## config.mk

```make
export PLATFORM = sky130hd
export DESIGN_NAME = console_uart_tx
export DESIGN_NICKNAME = d
export VERILOG_FILES = /design/src/rtl/console_uart_tx.sv
export SDC_FILE = /design/constraint.sdc
export NUM_CORES = 1
export LEC_CHECK = 0
export CAP_MARGIN = 20
export CORE_ASPECT_RATIO = 0.7
export CORE_MARGIN = 5
export CORE_UTILIZATION = 50
export DETAILED_ROUTE_END_ITERATION = 6
export MAX_ROUTING_LAYER = met4
export PLACE_DENSITY = 0.84
export SLEW_MARGIN = 10
export SYNTH_ARGS = -nofsm -noshare
export SYNTH_HDL_FRONTEND = slang
export SYNTH_SLANG_ARGS = --single-unit
```

## constraint.sdc

```tcl
create_clock -name clock -period 3.8 [get_ports clock]
set_input_delay 0.76 -clock clock [delete_from_list [all_inputs] [get_ports clock]]
set_output_delay 0.76 -clock clock [all_outputs]
set_load 0.05 [all_outputs]
```

## src/rtl/console_uart_tx.sv

```systemverilog
// Console transmitter: snoops TileLink-A PutPartialData writes to a console window,
// queues the low byte and shifts it out as 8N1 serial. Optional CR-before-LF insertion
// is enabled by defining CONSOLE_UART_CRLF_EN.

package console_uart_tx_pkg;

    localparam logic [2:0] TL_A_PUT_PARTIAL = 3'd1;
    localparam logic [2:0] TL_D_ACCESS_ACK  = 3'd0;

    typedef struct packed {
        logic        a_valid;
        logic [2:0]  a_opcode;
        logic [7:0]  a_source;
        logic [31:0] a_address;
        logic [31:0] a_data;
    } tilelink_a_t;

    typedef struct packed {
        logic        d_valid;
        logic [2:0]  d_opcode;
        logic [7:0]  d_source;
        logic [31:0] d_data;
    } tilelink_d_t;

    typedef enum logic [1:0] {
        ST_IDLE  = 2'd0,
        ST_START = 2'd1,
        ST_DATA  = 2'd2,
        ST_STOP  = 2'd3
    } tx_state_e;

endpackage

// Handshake: a write transfers on a rising clock edge where it hits the window and
// tla_ready is high; the AccessAck is a single-cycle d_valid pulse on the next cycle.
module console_uart_tx
    import console_uart_tx_pkg::*;
#(
    parameter logic [31:0] addr_mask  = 32'hF000_0000,
    parameter logic [31:0] addr_tag   = 32'h0000_0000,
    parameter int unsigned clk_div    = 868,
    parameter int unsigned fifo_depth = 16
) (
    input  logic                        clock,
    input  logic                        tick_reset_n,
    input  tilelink_a_t                 tick_tla,
    output logic                        tla_ready,
    output tilelink_d_t                 tick_tld,
    output logic                        txd,
    output logic                        tx_busy,
    output logic [$clog2(fifo_depth):0] fifo_count,
    output tx_state_e                   dbg_state
);

    localparam int PTR_W = $clog2(fifo_depth);
    localparam int CNT_W = PTR_W + 1;
    localparam logic [15:0]      BAUD_RELOAD = 16'(clk_div - 1);
    localparam logic [CNT_W-1:0] FULL_COUNT  = CNT_W'(fifo_depth);

    logic [7:0]       mem_q [fifo_depth];
    logic [PTR_W-1:0] wr_ptr_q, wr_ptr_d;
    logic [PTR_W-1:0] rd_ptr_q, rd_ptr_d;
    logic [CNT_W-1:0] count_q, count_d;

    tx_state_e   state_q, state_d;
    logic [15:0] baud_q, baud_d;
    logic [2:0]  bit_q, bit_d;
    logic [7:0]  shift_q, shift_d;
    logic        txd_q, txd_d;

    logic        d_valid_q, d_valid_d;
    logic [7:0]  d_source_q, d_source_d;

`ifdef CONSOLE_UART_CRLF_EN
    logic        crlf_pending_q, crlf_pending_d;
`endif

    logic        hit;
    logic        full;
    logic        empty;
    logic        push;
    logic        pop;
    logic        load;
    logic [7:0]  push_byte;
    logic [7:0]  head_byte;
    logic        unused_a_data;

    assign hit = tick_tla.a_valid
              && ((tick_tla.a_address & addr_mask) == addr_tag)
              && (tick_tla.a_opcode == TL_A_PUT_PARTIAL);

    // Ready comes only from the registered count, so a pop cannot open a slot early.
    assign full      = (count_q == FULL_COUNT);
    assign empty     = (count_q == '0);
    assign push      = hit && !full;
    assign push_byte = (tick_tla.a_data[7:0] == 8'h00) ? 8'h3F : tick_tla.a_data[7:0];
    assign head_byte = mem_q[rd_ptr_q];

    assign unused_a_data = ^tick_tla.a_data[31:8];

    always_comb begin
        wr_ptr_d = wr_ptr_q;
        rd_ptr_d = rd_ptr_q;
        count_d  = count_q;
        if (push) begin
            wr_ptr_d = wr_ptr_q + PTR_W'(1);
        end
        if (pop) begin
            rd_ptr_d = rd_ptr_q + PTR_W'(1);
        end
        if (push && !pop) begin
            count_d = count_q + CNT_W'(1);
        end else if (!push && pop) begin
            count_d = count_q - CNT_W'(1);
        end
    end

    always_comb begin
        d_valid_d  = push;
        d_source_d = push ? tick_tla.a_source : d_source_q;
    end

    always_comb begin
        state_d = state_q;
        baud_d  = baud_q;
        bit_d   = bit_q;
        shift_d = shift_q;
        load    = 1'b0;
        pop     = 1'b0;
`ifdef CONSOLE_UART_CRLF_EN
        crlf_pending_d = crlf_pending_q;
`endif

        unique case (state_q)
            ST_IDLE: begin
                if (!empty) begin
                    load = 1'b1;
                end
            end
            ST_START: begin
                if (baud_q == '0) begin
                    state_d = ST_DATA;
                    baud_d  = BAUD_RELOAD;
                    bit_d   = 3'd0;
                end else begin
                    baud_d = baud_q - 16'd1;
                end
            end
            ST_DATA: begin
                if (baud_q == '0) begin
                    baud_d  = BAUD_RELOAD;
                    shift_d = {1'b0, shift_q[7:1]};
                    if (bit_q == 3'd7) begin
                        state_d = ST_STOP;
                    end else begin
                        bit_d = bit_q + 3'd1;
                    end
                end else begin
                    baud_d = baud_q - 16'd1;
                end
            end
            ST_STOP: begin
                if (baud_q == '0) begin
                    if (!empty) begin
                        load = 1'b1;
                    end else begin
                        state_d = ST_IDLE;
                    end
                end else begin
                    baud_d = baud_q - 16'd1;
                end
            end
            default: begin
                state_d = ST_IDLE;
            end
        endcase

        // Starting a frame from IDLE or straight out of STOP (no idle gap).
        if (load) begin
            state_d = ST_START;
            baud_d  = BAUD_RELOAD;
            bit_d   = 3'd0;
`ifdef CONSOLE_UART_CRLF_EN
            // A LF at the head is first answered with a CR while the LF stays queued.
            if ((head_byte == 8'h0A) && !crlf_pending_q) begin
                shift_d        = 8'h0D;
                crlf_pending_d = 1'b1;
            end else begin
                shift_d        = head_byte;
                pop            = 1'b1;
                crlf_pending_d = 1'b0;
            end
`else
            shift_d = head_byte;
            pop     = 1'b1;
`endif
        end
    end

    // Line level follows the current state; registering it makes the start bit land
    // two cycles after the accepting edge when the queue was empty.
    always_comb begin
        txd_d = 1'b1;
        unique case (state_q)
            ST_START: txd_d = 1'b0;
            ST_DATA:  txd_d = shift_q[0];
            default:  txd_d = 1'b1;
        endcase
    end

    always_ff @(posedge clock) begin
        if (!tick_reset_n) begin
            wr_ptr_q   <= '0;
            rd_ptr_q   <= '0;
            count_q    <= '0;
            state_q    <= ST_IDLE;
            baud_q     <= '0;
            bit_q      <= '0;
            shift_q    <= '0;
            txd_q      <= 1'b1;
            d_valid_q  <= 1'b0;
            d_source_q <= '0;
        end else begin
            wr_ptr_q   <= wr_ptr_d;
            rd_ptr_q   <= rd_ptr_d;
            count_q    <= count_d;
            state_q    <= state_d;
            baud_q     <= baud_d;
            bit_q      <= bit_d;
            shift_q    <= shift_d;
            txd_q      <= txd_d;
            d_valid_q  <= d_valid_d;
            d_source_q <= d_source_d;
        end
    end

`ifdef CONSOLE_UART_CRLF_EN
    always_ff @(posedge clock) begin
        if (!tick_reset_n) begin
            crlf_pending_q <= 1'b0;
        end else begin
            crlf_pending_q <= crlf_pending_d;
        end
    end
`endif

    always_ff @(posedge clock) begin
        if (push) begin
            mem_q[wr_ptr_q] <= push_byte;
        end
    end

    assign tla_ready  = !full;
    assign txd        = txd_q;
    assign tx_busy    = (state_q != ST_IDLE) || !empty;
    assign fifo_count = count_q;
    assign dbg_state  = state_q;

    assign tick_tld.d_valid  = d_valid_q;
    assign tick_tld.d_opcode = TL_D_ACCESS_ACK;
    assign tick_tld.d_source = d_source_q;
    assign tick_tld.d_data   = 32'h0000_0000;

endmodule

```

==> metrics.yaml, run 1 <==
routabilityCongestion: 0.856
num_vias: 5112
ir_drop_v: 0.000443
cellPowerDensity_mw_per_mm2: 673
p_leak_nw: 3.23
grtUsageMet2_pct: 30.5
holdBufCountCts: 0
post-dp-hpwl_um: 11800
fin_crit_sh_pct: 86.0
grt_use_total_pct: 19.2
grt_pass1_wl_um: 26900
multi_input_area_sq_mm: 0.00286
clk_pin_slew_worst_paths_ns: 0.07
netlist_area_sq_mm: 0.00812
regToRegSetupSlack_ns: 0.53
endpoint_kind: "register"
postSynth.asyncResetShare_pct: 0
wl_per_cell_um: 20.1
fillers: 1217
period_needed_ns: 3.27
grt_max_degree: 33
required_ns: 4.15
utilization_pct: 57.9
dr.pass1.iters: 5
cts_tree: "yes"
cts.sinks: 184
syn_inst: 582
rows: 39
cts_resized: 0
post_cts_buffers: 0
drv_cap: 0
syn_area_per_cell_sq_um: 13.9
ys_ff_latch: 184
whs_path_depth: 2
busiest_layer: "met2"
rr_startpoint: "fifo_count[0]$_SDFFE_PN0P_"
gr-total-overflow: 0
rr_endpoint: "fifo_count[4]$_SDFFE_PN0P_"
numCtsBuffers: 17
cp_data_arrival_time_ns: 3.62
reg2reg_depth: 12
portBuffers: 44
nets: 740
grt_setup_unrepaired: "false"
core-area_sq_mm: 0.0161
hold_path.class: "register to register"
grt_pass1_vias: 4855
status: "complete, no violations"
fmax_mhz: 306
htreeDepth: 4
cts.path.max_buffers: 2
drc: 0
drt_first_iter_violations: 523
cp_max_fo: 8
vias_per_cell: 5.96
die_height_um: 117
clkLatencyLatePin_ns: 0.43
finClkSkew_ns: 0.0123
antenna_found_initial: 0
hp-start: "shift_q[7]$_SDFFE_PN0P_"
ys_warn_count: 0
seq_area_frac_synth_pct: 61.2
report.final.setup_viol: 0
grt_use_met3_pct: 4.37
diodes: 0
syn_to_final_growth_pct: 14.8
ys_types: 59
drt_wl_total_um: 17200
ys.flop_type: "edfxtp_1"
cts-root-buf: "clkbuf_16"
drive_above_1_share_pct: 15.8
grt_use_met1_pct: 25.8
hold_end: "shift_q[7]$_SDFFE_PN0P_"
worst_setup_path_start_kind: "register"
tns_ns: 0
ant_nets: 0
initial_utilization_pct: 50.4
synth_edf_count: 128
drv_slew: 0
slew-limit-headroom_pct: 28.2
die_area_sq_mm: 0.0189
die_x_um: 162
hold_viol: 0
pin_count: 132
tightest_slew_ns: 1.07
final-seq-area_sq_mm: 0.00497
critPathKind: "register to register"
synthesized netlist by cell type (5+ instances only):
library cell,instances,share of area [%]
xor2_1,10,1.1
edfxtp_1,128,47
dfxtp_1,56,14
or3_1,5,0.39
o22ai_1,9,0.69
nor3_1,9,0.55
buf_2,5,0.31
a22o_1,8,0.86
o21ai_0,15,0.92
clkbuf_1,20,0.92
a221oi_1,7,0.76
buf_4,37,3.4
nor2_1,51,2.4
xnor2_1,5,0.54
nand3_1,10,0.62
or4_1,5,0.46
mux2i_1,21,2.6
nand2b_1,11,0.85
nand4_1,5,0.39
nor4_1,7,0.54
ha_1,21,3.2
nand2_1,26,1.2
a21oi_1,14,0.86
inv_1,11,0.51
mux4_2,32,8.9
registers in the layout, indices dropped and copies added, names as in the netlist, 2 cells and up, named ones only:
| register | flops |
|---|---|
| dbg_state | 2 |
| wr_ptr_q | 4 |
| baud_q | 16 |
| bit_q | 3 |
| rd_ptr_q | 4 |
| shift_q | 8 |
| mem_q | 128 |
| fifo_count | 5 |
| d_source_q | 8 |
metal layers:
layer / vias up / part of all wire (%) / wire length, um
li1: 2268 / - / -
met4: 0 / 0.73 / 125
met2: 286 / 48 / 8310
met5: - / 0 / 0
met1: 2544 / 42 / 7310
met3: 14 / 8.6 / 1490
cell type report:
cell class | instances | area share [%]
multi-input combinational | 358 | 30.6
inverter | 12 | 0.510
timing repair buffer | 67 | 6.58
clock inverter | 15 | 1.70
sequential | 184 | 53.3
clock buffer | 17 | 4.56
tap | 205 | 2.75
power breakdown:
group          leakage, nW  internal [mW]  total (mW)  switching (mW)
combinational         1.33          0.804        2.12            1.32
clock                0.286          0.933        1.72           0.789
sequential            1.61           2.27        2.43           0.161
layout by cell type (no fill, tap or decap), types with 11 or more instances in the layout:
master and instances:
o21ai_0 15, clkbuf_16 17, mux4_2 32, nand2b_1 11
clkdlybuf4s50_1 44, ha_1 21, buf_4 23, edfxtp_1 128
inv_1 11, conb_1 35, a21oi_1 14, nor2_1 51
mux2i_1 21, dfxtp_1 55, nand2_1 26
per-stage QoR:
step                      hold WS (ns)  std cells  total power [mW]  cell area (sq um)  worst slack (ns)
after detailed placement         0.484        826              4.54               8740             0.123
after CTS                        0.494        858              6.27               9320             0.544
after global routing             0.528        858              6.58               9320             0.315
final                            0.492        858              6.27               9320             0.532
after floorplan                  0.449        616              4.03               8250             0.281
after global placement           0.473        826              4.43               8740             0.175
how the worst max path moves through the flow:
stage | depth (start not counted) | slack, ns | endpoint | start
floorplan | 11 | 0.28 | fifo_count[4]$_SDFFE_PN0P_ | tick_tla[60]
global placement | 11 | 0.18 | fifo_count[4]$_SDFFE_PN0P_ | tick_tla[60]
detailed placement | 11 | 0.12 | fifo_count[4]$_SDFFE_PN0P_ | tick_tla[60]
CTS | 12 | 0.54 | fifo_count[4]$_SDFFE_PN0P_ | fifo_count[0]$_SDFFE_PN0P_
global route | 14 | 0.31 | fifo_count[4]$_SDFFE_PN0P_ | dbg_state[0]$_SDFFE_PN0P_
finish | 12 | 0.53 | fifo_count[4]$_SDFFE_PN0P_ | fifo_count[0]$_SDFFE_PN0P_
logic make-up after synthesis:
group	synth area share, %
AOI/OAI and AO/OA	7.21
xor gates and xnor gates	1.62
adders and majority gates	3.48
buffers and inverters	5.24
DFF	61.2
muxes	11.6
other	0.0462
and+or+nand+nor	9.63
critical path, cell delays in order, from the launching register on:
cell     delay [ns]
dfxtp_1        0.38
or4_1          0.64
o21ai_2        0.30
o21ai_4        0.11
inv_4          0.12
ha_1           0.21
inv_1          0.11
fa_1           0.41
a21o_1         0.18
a21oi_1        0.19
xnor2_1        0.10
or3_1          0.30
a21oi_1        0.13
No activity file was read; power rests on OpenSTA's default activity.
==> run 2: changes to the inputs <==
clock period = 3.6 ns   (was 3.8 ns; I/O delays follow)
==> run 2 against run 1 <==
Against the previous run:
- clock power is 6% higher
- maximum frequency is 0.52% lower
- combinational power is 6% higher
- die area stayed put
- clock skew is 0.0015 ns lower
- cell area is 0.64% higher
- flip-flop and latch count stayed put
- non-clock buffer count is 5 higher
- via count is 0.55% lower
- utilization is 0.37 points higher
- worst setup slack worse by 0.22 ns
- critical endpoint unchanged
==> metrics.yaml, run 2 (synthesis gave the netlist of run 1 again) <==
status: "complete, no violations"
whs_path_depth: 2  # unchanged
final_cell_mix: "edfxtp_1, dfxtp_1, nor2_1"
clkLatencyLatePin_ns: 0.43  # about the same
drv_cap: 0  # unchanged
path_cells: "or4_1 -> o21ai_2 -> o21ai_4 -> inv_4 -> ha_1 -> inv_1 -> fa_1 -> a21o_1 -> a21oi_1 -> xnor2_1 -> or3_1 -> a21oi_1"
fmax_mhz: 304  # -0.52%
post-dp-hpwl_um: 12000  # +1.4%
required_ns: 3.96  # -0.19 ns
cp_slowest_stage_delay_ns: 0.65  # about the same
power_mw: 6.67  # +6.3%
finClkSkew_ns: 0.0108  # -0.00146 ns
cellPowerDensity_mw_per_mm2: 711  # +5.6%
hold_end: "rd_ptr_q[3]$_SDFFE_PN0P_"
report.final.setup_viol: 0  # unchanged
cts_tree: "yes"
ant_nets: 0  # unchanged
p_int_mw: 4.26  # +6.2%
highest_layer: "met4"
drive_above_1_share_pct: 16.4  # +0.64 points
pin_count: 132  # unchanged
p_leak_nw: 3.25  # +0.74%
p_sw_share_pct: 36.1  # about the same
rows: 39  # unchanged
rr_endpoint: "fifo_count[4]$_SDFFE_PN0P_"
routabilityCongestion: 0.893  # +4.4%
drt_wl_total_um: 17200  # about the same
crit_slowest_cell: "or4_1"
worst_setup_path_start_kind: "register"
hold_viol: 0  # unchanged
comb_power_share_pct: 33.7  # about the same
htreeDepth: 4  # unchanged
regToRegSetupSlack_ns: 0.31  # -0.22 ns
die_height_um: 117  # unchanged
crit_start: "fifo_count[0]$_SDFFE_PN0P_"
die_x_um: 162  # unchanged
reg2reg_depth: 12  # unchanged
period_needed_ns: 3.29  # +0.0172 ns
cts.sinks: 184  # unchanged
cp_max_fo: 8  # unchanged
ir_drop_v: 0.000410  # -7.4%
rr_startpoint: "fifo_count[0]$_SDFFE_PN0P_"
die_area_sq_mm: 0.0189  # unchanged
wl_met2_um: 8110  # -2.5%
slew-limit-headroom_pct: 25.3  # -2.9 points
hp-start: "rd_ptr_q[3]$_SDFFE_PN0P_"
hold_path.class: "register to register"
grt_use_total_pct: 19.4  # +0.18 points
cts_resized: 0  # unchanged
wl_per_cell_um: 20.0  # -0.50%
wl_met1_um: 7300  # about the same
drt_first_iter_violations: 476  # -9.0%
utilization_pct: 58.3  # +0.37 points
syn_to_final_growth_pct: 15.6
num_vias: 5084  # -0.55%
cp_data_arrival_time_ns: 3.64  # +0.02 ns
pwr-share-seq_pct: 38.8  # about the same
top_register: "mem_q"
post_cts_buffers: 0  # unchanged
grt_max_degree: 25  # -24%
vias_per_cell: 5.89  # -1.1%
fin_crit_sh_pct: 91.3  # +5.3 points
cts.path.max_buffers: 2  # unchanged
numCtsBuffers: 17  # unchanged
endpoint_kind: "register"
clockPowerShare_pct: 27.5  # about the same
grt_pass1_vias: 4899  # +0.91%
largest_reg_flops: 128  # unchanged
clk_pin_slew_worst_paths_ns: 0.07  # about the same
p_switching_mw: 2.41  # +6.3%
critPathKind: "register to register"
wl_met3_um: 1640  # +10%
grt_setup_unrepaired: "false"
reg_top3: "mem_q: 128 flops, baud_q: 16 flops"
antenna_found_initial: 0  # unchanged
cts-root-buf: "clkbuf_16"
diodes: 0  # unchanged
holdBufCountCts: 0  # unchanged
drc: 0  # unchanged
initial_utilization_pct: 50.4  # unchanged
core-area_sq_mm: 0.0161  # unchanged
final_common_cell: "edfxtp_1"
dr.pass1.iters: 5  # unchanged
cp_common_cell: "a21oi_1"
tightest_slew_ns: 1.12  # +0.0440 ns
gr-total-overflow: 0  # unchanged
nets: 745  # +0.68%
grt_pass1_wl_um: 27000  # +0.46%
portBuffers: 44  # unchanged
drv_slew: 0  # unchanged
-- run 2: cell types whose count changed in the layout (fill, tap and decap cells not counted), sizes merged --
| cell | previous run | this run |
|---|---|---|
| inv | 20 | 19 |
| buf | 23 | 28 |
| clkinvlp | 1 | 3 |
| clkinv | 5 | 4 |
-- run 2: how the worst max path moves through the flow --
stage / to / slack (ns)
6_report: fifo_count[4]$_SDFFE_PN0P_ / 0.31
4_1_cts: fifo_count[4]$_SDFFE_PN0P_ / 0.31
5_1_grt: fifo_count[4]$_SDFFE_PN0P_ / 0.11
2_1_floorplan: fifo_count[4]$_SDFFE_PN0P_ / 0.12
3_5_place_dp: fifo_count[4]$_SDFFE_PN0P_ / -0.12
3_3_place_gp: fifo_count[4]$_SDFFE_PN0P_ / 0.01
-- run 2: critical path: cells and delay by family (launching register included) --
| family | cells | cell delay [ns] |
|---|---|---|
| flip-flops | 1 | 0.38 |
| adder cells (fa/ha/maj) | 2 | 0.63 |
| XOR/XNOR | 1 | 0.11 |
| AO/OA/AOI/OAI | 5 | 0.91 |
| buffers and inverters | 2 | 0.22 |
| AND/OR/NAND/NOR | 2 | 0.96 |
-- run 2: area by class of cell --
class | count | area (sq um)
repair buffers | 72 | 671
well taps | 205 | 256
clock inverters | 15 | 161
clock buffers | 17 | 425
flip-flops and latches | 184 | 4970
multi-input cells | 358 | 2860
fillers | 1203 | 6720
inverters | 12 | 47.5
-- run 2: per-layer routing --
layer	GRT usage, %	up-vias
li1	-	2268
met1	26.7	2520
met3	4.59	25
met5	-	-
met4	4.34	0
met2	29.7	271
-- run 2: power by group through the flow --
stage / clock (mW) / combinational, mW / sequential, mW
after floorplan: 0 / 1.60 / 2.66
after global routing: 1.95 / 2.42 / 2.61
final: 1.83 / 2.24 / 2.59
after detailed placement: 0 / 2.20 / 2.63
after global placement: 0 / 2.10 / 2.61
after CTS: 1.86 / 2.21 / 2.59
-- run 2: through the flow --
step | hold slack (ns) | instances | instance area (sq um) | TNS [ns] | worst slack (ns)
floorplan | 0.449 | 616 | 8250 | 0 | 0.121
global placement | 0.465 | 830 | 8780 | 0 | 0.0117
detailed placement | 0.480 | 830 | 8780 | -0.116 | -0.116
CTS | 0.499 | 862 | 9370 | 0 | 0.310
global route | 0.505 | 863 | 9380 | 0 | 0.106
finish | 0.497 | 863 | 9380 | 0 | 0.315
==> run 3: changes to the inputs <==
PLACE_DENSITY = 0.81   (was 0.84)
RECOVER_POWER = 100   (was unset)
==> run 3 against run 2 <==
Against the previous run:
- worst setup slack got worse by 0.087 ns
- flip-flop and latch count did not move
- largest cell class unchanged
- cell area fell by 1.4%
- cell count fell by 0.46%
- first-iteration DRC count fell by 32%
==> metrics.yaml, run 3 (synthesis gave the netlist of run 1 again) <==
status: "complete, no violations"
drt_first_iter_violations: 325  # -32%
tns_ns: 0  # unchanged
hold_end: "shift_q[7]$_SDFFE_PN0P_"
final_cell_area_sq_mm: 0.00925  # -1.4%
critPathKind: "input pin to register"
antenna_found_initial: 0  # unchanged
hold_path.class: "register to register"
syn_to_final_growth_pct: 13.9
whs_path_depth: 2  # unchanged
cts_resized: 0  # unchanged
fmax_mhz: 297  # -2.6%
finClkSkew_ns: 0.00793  # -0.00289 ns
cellPowerDensity_mw_per_mm2: 711  # about the same
drv_cap: 0  # unchanged
pin_count: 132  # unchanged
cp_data_arrival_time_ns: 3.73  # +0.09 ns
cp_slowest_stage_delay_ns: 0.54  # -0.11 ns
rr_startpoint: "fifo_count[0]$_SDFFE_PN0P_"
grt_pass1_wl_um: 26800  # -0.82%
cp_common_cell: "a21oi_1"
grt_use_met1_pct: 26.3  # -0.41 points
grt_max_degree: 32  # +28%
wl_per_cell_um: 19.6  # -1.9%
gr-total-overflow: 0  # unchanged
cp_top_family: "simple AND/OR/NAND/NOR gates"
power_mw: 6.57  # -1.4%
ant_nets: 0  # unchanged
regToRegSetupSlack_ns: 0.39  # +0.08 ns
post_cts_buffers: 0  # unchanged
tightest_slew_ns: 0.805  # -0.311 ns
hp-start: "shift_q[7]$_SDFFE_PN0P_"
cts.path.max_buffers: 2  # unchanged
drt_wl_total_um: 16800  # -2.4%
ir_drop_v: 0.000390  # -4.8%
hold_viol: 0  # unchanged
grt_setup_unrepaired: "false"
utilization_pct: 57.4  # -0.82 points
crit_buf_inv: 2  # unchanged
grtUsageMet2_pct: 29.0  # -0.75 points
drc: 0  # unchanged
rr_endpoint: "fifo_count[4]$_SDFFE_PN0P_"
numCtsBuffers: 17  # unchanged
die_height_um: 117  # unchanged
vias_per_cell: 5.75  # -2.5%
busiest_layer: "met2"
clk_pin_slew_worst_paths_ns: 0.06  # about the same
worst_setup_path_start_kind: "input pin"
die_x_um: 162  # unchanged
fin_crit_sh_pct: 93.7  # +2.4 points
path_cells: "dlygate4sd3_1 -> or4_1 -> a211oi_1 -> ha_1 -> inv_1 -> fa_1 -> a21o_1 -> a21oi_1 -> xnor2_1 -> or3_1 -> a21oi_1"
drv_slew: 0  # unchanged
p_leak_nw: 3.18  # -2.2%
reg2reg_depth: 12  # unchanged
routabilityCongestion: 0.882  # -1.3%
endpoint_kind: "register"
nets: 742  # -0.40%
portBuffers: 44  # unchanged
reg_top3: "mem_q: 128 flops, baud_q: 16 flops"
holdBufCountCts: 0  # unchanged
crit_slowest_cell: "dlygate4sd3_1"
period_needed_ns: 3.37  # +0.0869 ns
placed_area_sq_mm: 0.00876  # -0.26%
initial_utilization_pct: 50.4  # unchanged
fillers: 1246  # +3.6%
post-dp-hpwl_um: 11700  # -2.9%
final_common_cell: "edfxtp_1"
dr.pass1.iters: 5  # unchanged
grt_use_met3_pct: 3.84  # -0.74 points
die_area_sq_mm: 0.0189  # unchanged
largest_reg_flops: 128  # unchanged
core-area_sq_mm: 0.0161  # unchanged
drive_above_1_share_pct: 12.4  # -4.0 points
cp_max_fo: 4  # -4
grt_pass1_vias: 4971  # +1.5%
grt_use_total_pct: 19.3  # -0.050 points
cts_tree: "yes"
cts.sinks: 184  # unchanged
htreeDepth: 4  # unchanged
required_ns: 3.96  # about the same
diodes: 0  # unchanged
num_vias: 4936  # -2.9%
clkLatencyLatePin_ns: 0.43  # about the same
cts-root-buf: "clkbuf_16"
report.final.setup_viol: 0  # unchanged
top_register: "mem_q"
rows: 39  # unchanged
final_cell_mix: "edfxtp_1, dfxtp_1, nor2_1"
slew-limit-headroom_pct: 46.3  # +21 points
==> run 3: routing by layer <==
| metal | part of all wire, % | vias up |
|---|---|---|
| li1 | - | 2270 |
| met1 | 45 | 2450 |
| met4 | 2.2 | 0 |
| met2 | 45 | 189 |
| met3 | 7.5 | 27 |
| met5 | 0 | - |
==> run 3: stage by stage <==
step | hold slack, ns | setup slack [ns] | cells
2_1_floorplan | 0.449 | 0.121 | 616
3_3_place_gp | 0.469 | 0.0604 | 827
3_5_place_dp | 0.480 | 0.0294 | 827
4_1_cts | 0.490 | 0.379 | 858
5_1_grt | 0.502 | 0.132 | 859
6_report | 0.489 | 0.228 | 859
==> run 3: worst max-delay path by stage <==
stage	from	endpoint	slack, ns	cells past startpoint
floorplan	tick_tla[60]	fifo_count[4]$_SDFFE_PN0P_	0.12	11
global placement	tick_tla[60]	fifo_count[4]$_SDFFE_PN0P_	0.06	11
detailed placement	tick_tla[60]	fifo_count[4]$_SDFFE_PN0P_	0.03	11
CTS	fifo_count[0]$_SDFFE_PN0P_	tx_busy	0.38	4
global route	tick_tla[63]	fifo_count[4]$_SDFFE_PN0P_	0.13	11
finish	tick_tla[63]	fifo_count[4]$_SDFFE_PN0P_	0.23	11
==> run 3: area by class of cell <==
| cell class | count | area (sq um) | area share [%] |
|---|---|---|---|
| Clock inverter | 13 | 144 | 1.56 |
| Timing Repair Buffer | 69 | 569 | 6.15 |
| Clock buffer | 18 | 429 | 4.64 |
| Tap cell | 205 | 256 | 2.77 |
| Inverter | 12 | 47.5 | 0.514 |
| Sequential cell | 184 | 4970 | 53.7 |
| Multi-Input combinational cell | 358 | 2840 | 30.7 |
==> run 3: tightest hold or removal path, delay by kind of cell (launching register included) <==
kind,cells,cell delay [ns]
flops,1,0.31
simple gates,1,0.06
compound gates,1,0.07
==> run 3: power breakdown <==
group	total, mW	switching, mW	internal [mW]
clock	1.81	0.790	1.02
combinational	2.16	1.32	0.843
sequential	2.60	0.200	2.40
total	6.57	2.31	4.26
